### config.mk
export PLATFORM = sky130hd
export DESIGN_NAME = iter_shift_unit
export DESIGN_NICKNAME = d
export VERILOG_FILES = /design/src/rtl/iter_shift_unit.sv
export SDC_FILE = /design/constraint.sdc
export NUM_CORES = 1
export LEC_CHECK = 0
export CORE_UTILIZATION = 43
export DETAILED_ROUTE_END_ITERATION = 16
export GPL_TIMING_DRIVEN = 1
export PLACE_DENSITY = 0.73
export RECOVER_POWER = 100
export SYNTH_ARGS = -nofsm -noshare
export SYNTH_HDL_FRONTEND = slang
export SYNTH_SLANG_ARGS = --single-unit
### constraint.sdc
create_clock -name clk -period 1.3 [get_ports clk]
set_clock_uncertainty 0.2 [all_clocks]
set_input_delay 0.26 -clock clk [delete_from_list [all_inputs] [get_ports clk]]
set_output_delay 0.26 -clock clk [all_outputs]
set_load 0.005 [all_outputs]
### src/rtl/iter_shift_unit.sv
// rtl/iter_shift_unit.sv - multi-cycle one-bit-per-clock shifter (SRA/SRL/SLL/ROL) with valid/ready handshakes
module iter_shift_unit #(
    parameter int WIDTH = 4,
    parameter int SHW   = 2
) (
    input  logic             clk,
    input  logic             rst_n,
    input  logic             in_valid,
    output logic             in_ready,
    input  logic [WIDTH-1:0] in_data,
    input  logic [SHW-1:0]   in_amt,
    input  logic [1:0]       in_op,
    output logic             out_valid,
    input  logic             out_ready,
    output logic [WIDTH-1:0] out_data,
    output logic             busy
);

    typedef enum logic [1:0] {
        S_IDLE  = 2'd0,
        S_SHIFT = 2'd1,
        S_DONE  = 2'd2
    } state_t;

    localparam logic [1:0] OP_SRA = 2'b00;
    localparam logic [1:0] OP_SRL = 2'b01;
    localparam logic [1:0] OP_SLL = 2'b10;
    localparam logic [1:0] OP_ROL = 2'b11;

    state_t           r_state;
    state_t           w_next;
    logic [WIDTH-1:0] r_data;
    logic [SHW-1:0]   r_cnt;
    logic [1:0]       r_op;
    logic [WIDTH-1:0] r_out;
    logic             r_valid;
    logic [WIDTH-1:0] w_step;
    logic             w_accept;

    assign in_ready  = (r_state == S_IDLE);
    assign busy      = (r_state != S_IDLE);
    assign out_valid = r_valid;
    assign out_data  = r_out;
    assign w_accept  = in_valid && in_ready;

    // One-bit step of the working operand for the latched operation
    always_comb begin
        w_step = r_data;
        case (r_op)
            OP_SRA:  w_step = {r_data[WIDTH-1], r_data[WIDTH-1:1]};
            OP_SRL:  w_step = {1'b0, r_data[WIDTH-1:1]};
            OP_SLL:  w_step = {r_data[WIDTH-2:0], 1'b0};
            OP_ROL:  w_step = {r_data[WIDTH-2:0], r_data[WIDTH-1]};
            default: w_step = r_data;
        endcase
    end

    // Next-state logic; DONE holds until the registered result has been taken
    always_comb begin
        w_next = r_state;
        case (r_state)
            S_IDLE: begin
                if (w_accept) begin
                    w_next = (in_amt == '0) ? S_DONE : S_SHIFT;
                end
            end
            S_SHIFT: begin
                if (r_cnt == SHW'(1)) begin
                    w_next = S_DONE;
                end
            end
            S_DONE: begin
                if (r_valid && out_ready) begin
                    w_next = S_IDLE;
                end
            end
            default: w_next = S_IDLE;
        endcase
    end

    // State register
    always_ff @(posedge clk or negedge rst_n) begin
        if (!rst_n) begin
            r_state <= S_IDLE;
        end else begin
            r_state <= w_next;
        end
    end

    // Operand capture, stepping, and result register; the first DONE cycle loads
    // the result so out_valid rises amt+1 cycles after the accept edge
    always_ff @(posedge clk or negedge rst_n) begin
        if (!rst_n) begin
            r_data  <= '0;
            r_cnt   <= '0;
            r_op    <= '0;
            r_out   <= '0;
            r_valid <= 1'b0;
        end else begin
            case (r_state)
                S_IDLE: begin
                    if (w_accept) begin
                        r_data <= in_data;
                        r_cnt  <= in_amt;
                        r_op   <= in_op;
                    end
                end
                S_SHIFT: begin
                    r_data <= w_step;
                    r_cnt  <= r_cnt - SHW'(1);
                end
                S_DONE: begin
                    if (!r_valid) begin
                        r_valid <= 1'b1;
                        r_out   <= r_data;
                    end else if (out_ready) begin
                        r_valid <= 1'b0;
                    end
                end
                default: begin
                    r_valid <= 1'b0;
                end
            endcase
        end
    end

endmodule

# --- Word-level counts from Yosys, hierarchy flattened ---
# Index checks and enable logic that the tools add are counted.
classes:
  add_sub_neg: 1
  muxes: 13
  bitwise_logic: 1
  reduce_logical: 13
  eq_ne: 10
ops:
  columns: ["op", "n"]
  rows:
  - ["$pmux W4 S4", 1]
  - ["$mux W2", 5]
  - ["$pmux W4 S2", 1]
  - ["$eq A2 B1 Y1 const B", 3]
  - ["$eq A2 B2 Y1 const B", 3]
  - ["$logic_not A2 Y1", 3]
  - ["$ne A2 B2 Y1 const B", 3]
  - ["$pmux W2 S3", 1]
  - ["$reduce_and A2 Y1", 3]
  - ["$reduce_and A3 Y1", 2]
  - ["$mux W4", 1]
  - ["$pmux W2 S2", 1]
  - ["$reduce_bool A2 Y1", 2]
  - ["$logic_and A1 B1 Y1", 2]
  - ["$mux W1", 2]
  - ["$ne A2 B1 Y1 const B", 1]
  - ["$pmux W1 S2", 1]
  - ["$reduce_or A2 Y1", 1]
  - ["$sub A2 B1 Y2 const B", 1]
  - ["$not A1 Y1", 1]
word_totals:
  ff_bits: 15
  input_bits: 12
  wordCells: 45
  out_inout_bits: 7

# --- Logic depth before layout (Yosys ltp) ---
depth:
  ltp_word: 4
  ltp_mapped: 4
  depth_no_buf: 4

# --- Worst setup path before layout ---
# OpenSTA, ideal clock, no wires.
synth_path:
  path_kind: "register to register"
  from: "reg r_state[0]"
  to: "reg r_out[0] (netlist: out_data[0])"
  synth_period_minus_slack_ns: 1.371
  arrival_time_ns: 1.046
  setup_time_ns: 0.125
  required_time_ns: 0.975
  path_buffers: 0
  path_stages_with_launch: 3
  path_slack_ns: -0.071
  cell_sequence: "dfrtp_1 > nor3_4 > mux2_4"
synth_via:
  elab_chain_len: 2
synth_lines:
  columns: ["item", "line", "source"]
  rows:
  - ["from (decl)", "30", "state_t r_state;"]
  - ["from (signal assigned)", "86", "r_state <= w_next;"]
  - ["$eq A2 B2 Y1", "100", "case (r_state)"]
  - ["$reduce_and A2 Y1 (no source line)", null, null]
  - ["to (signal assigned)", "115", "r_out <= r_data;"]
  - ["to (decl)", "35", "logic [WIDTH-1:0] r_out;"]
# No other way between the ends.
# A chain may end at the register's enable or synchronous reset.

# --- Final worst setup path ---
layout_path:
  from: "reg r_state[0]"
  to: "out busy"
layout_via:
  elab_chain_len: 1
layout_lines:
  columns: ["item", "line", "source"]
  rows:
  - ["$reduce_bool A2 Y1", "41", "assign busy = (r_state != S_IDLE);"]
  - ["to (decl)", "16", "output logic busy"]
# No other way between the ends.

==> flow_metrics.tcl <==
set metrics [dict create \
    grt_max_degree 16 \
    antenna_found_initial 0 \
    grt_pass1_vias 671 \
    status "finished with violations" \
    fin_util_pct 73.9 \
    drv_cap 0 \
    critPathLaunchType "flop" \
    internal_power_w 0.00193 \
    cts_tree "built" \
    crit_type "reg2out" \
    path_clk_slew_ns 0.10 \
    dr_total_vias 753 \
    power.share.combinational_pct 62.3 \
    p_per_area_nw_per_um2 2360 \
    layout.nets 131 \
    max_stage_delay_ns 0.41 \
    grt_overflow 0 \
    cp-end-kind "output pin" \
    cts-root-buf "clkbuf_4" \
    path_delay_family "flip-flops" \
    die_area_um2 2070 \
    avgSynthCellArea_um2 11.4 \
    hold_viol 0 \
    multi_input_area_um2 452 \
    crit_buf_inv 3 \
    rows 15 \
    ys_warn_count 0 \
    ir_drop_v 0.00146 \
    seqCellArea_um2 375 \
    placed_area_um2 1100 \
    cts-htree-levels 1 \
    die_h_um 45.5 \
    synth_nets 84 \
    numCtsBuffers 3 \
    dr.pass1.iters 4 \
    syn_area_um2 812 \
    yosys.area_share.xor_xnor_pct 0 \
    setup_tns_ns -3.11 \
    rsz0062_at_grt "yes" \
    tightestPinTransition_ns 0.385 \
    switching_share_pct 36.5 \
    fin_ws_ns -0.249 \
    crit_chain "buf_6 > nor2_4 > inv_1 > buf_2" \
    failed_checks "setup timing" \
    setup_viol_count_final 17 \
    fill_cells 126 \
    synth_seq_cells 15 \
    clk_latency_ns 0.29 \
    start_util_pct 46.5 \
    post-route-min-period_ns 1.55 \
    routedWlPerCell_um 15.6 \
    antenna_left 0 \
    grt_pass1_wl_um 3200 \
    final_cell_area_um2 1290 \
    slowest_stage "dfrtp_1" \
    fp.dieW_um 45.5 \
    drc_errors 0 \
    fmax_mhz 646 \
    synth_cells 71 \
    holdCritPathClass "in2async" \
    synthAdderAreaFrac_pct 1.54 \
    gp_congestion 0.857 \
    cp_data_required_time_ns 0.84 \
    design.core.area_um2 1750 \
    drive_gt1_share_pct 52.1 \
    synth_mux_area_share_pct 16.3 \
    yosys.area_share.simple_pct 13.4 \
    drt_iter0_markers 23 \
    area_delta_synth_final_pct 58.9 \
    worst-path-max-fanout 3 \
    maxSlewHeadroom_pct 74.3 \
    wirelength_um 2220 \
    p_clk_share_pct 9.2 \
    synth_top_family_by_area "compound AO/OA/AOI/OAI gates" \
    drv_slew 0 \
    antenna_cells 0 \
    cts.sinks 15 \
    grt.total_usage_pct 22.1 \
    period_share_pct 119 \
    holdWs_ns 0.200 \
    synth_compound_area_share_pct 16.3 \
    port_buffers 18 \
    p_leak_nw 0.609 \
    dp_hpwl_um 1310 \
    ys_types 29 \
    viasPerCell 5.30 \
    p_sw_w 0.00111 \
    yosysSeqAreaShare_pct 46.2 \
    clock_path_buffers 2 \
    io_pins 19 \
    cp.arrival_ns 1.09 \
    seqPwrFrac_pct 28.5 \
]
## final timing paths
| kind | start | end | slack [ns] | cells past startpoint |
|---|---|---|---|---|
| worst max-delay path | r_state[0] | busy | -0.25 | 4 |
| worst min-delay path | rst_n | out_valid | 0.20 | 2 |
| worst max register to register | r_state[1] | out_data[0] | -0.22 | 4 |
| worst min register to register | r_cnt[1] | r_cnt[1] | 0.35 | 2 |
| max in group asynchronous | rst_n | r_op[0] | 0.42 | 2 |
| min in group clk | in_valid | r_state[1] | 0.28 | 3 |
## kinds of logic (layout without fill, tap and decap cells)
family          after synthesis  count (layout)
mux                          10              10
fa+ha+maj                     1               1
buf+inv                       9              55
compound gates               20              20
flops                        15              15
simple gates                 16              16
## sequential cells by signal, summed over array words and instances, names as in the netlist
register / count
out_data: 4
out_valid: 1
r_cnt: 2
r_data: 4
r_op: 2
r_state: 2
## stage by stage
stage          std cells  power [W]  setup slack [ns]
4_1_cts              137    0.00272            -0.231
3_3_place_gp         125    0.00225            -0.312
2_1_floorplan         71    0.00171           -0.0712
5_1_grt              142    0.00322            -0.331
3_5_place_dp         125    0.00229            -0.340
6_report             142    0.00304            -0.249
## placed cells by master (no fill, tap or decap)
cell type and count:
ha_1 1, nor2b_4 3, buf_2 6, mux2_2 1, buf_6 9, buf_4 18
nor2_4 1, clkbuf_2 2, nor3_4 1, dfrtp_1 15, nor2b_1 2, a22oi_2 3
a21oi_4 1, a21oi_1 4, o21ai_1 4, clkinv_2 1, nand3_1 1, a2bb2oi_1 1
mux2_4 6, nor2_1 3, inv_1 4, mux2_1 1, mux2i_1 2, nand3_2 1
dlygate4sd3_1 1, inv_2 1, o221a_2 1, nand2b_1 2, clkbuf_4 3, dlygate4sd2_1 1
nand2_4 1, o21a_1 1, a32oi_1 2, clkdlybuf4s50_1 9, nor3b_2 1, o31ai_1 2
o21ai_2 1
## cell type report
class / instances / area share (%)
Inverter: 5 / 1.45
Tap cell: 25 / 2.42
Sequential cell: 15 / 29.1
Timing Repair Buffer: 46 / 29.9
Clock inverter: 1 / 0.388
Clock buffer: 3 / 1.75
Multi-Input combinational cell: 47 / 35.0
## power by group through the flow
stage	Sequential (W)	Clock, W	Combinational, W
floorplan	0.000880	0	0.000834
global placement	0.000880	0	0.00137
detailed placement	0.000892	0	0.00140
CTS	0.000851	0.000280	0.00159
global route	0.000895	0.000307	0.00202
finish	0.000868	0.000279	0.00190
## cell usage after synthesis, drive strengths merged
cell | n | area (um^2)
a32oi | 2 | 17.5
nor3 | 1 | 16.3
ha | 1 | 12.5
o31ai | 2 | 15.0
o21ai | 5 | 25.0
a22oi | 3 | 22.5
a21oi | 5 | 25.0
o221a | 1 | 11.3
nand2b | 2 | 12.5
nor2 | 4 | 17.5
buf | 4 | 31.3
nand2 | 1 | 6.26
mux2 | 8 | 113
nor3b | 1 | 7.51
mux2i | 2 | 20.0
nor2b | 5 | 38.8
inv | 5 | 18.8
dfrtp | 15 | 375
nand3 | 2 | 10.0
o21a | 1 | 7.51
a2bb2oi | 1 | 8.76
## repair_timing
item	in CTS	in global routing
pin swaps	6	2
resized for setup	34	17
endpoints found under the setup margin	22	18
hold buffers	0	0
buffers inserted	8	5
## routing by layer
metal	vias up	wire [um]	track usage, %
met2	25	1110	34.0
li1	347	-	-
met4	0	48	6.06
met3	7	127	6.35
met5	-	0	0
met1	374	931	30.1
Note: power is estimated with default switching activity, not from simulation.
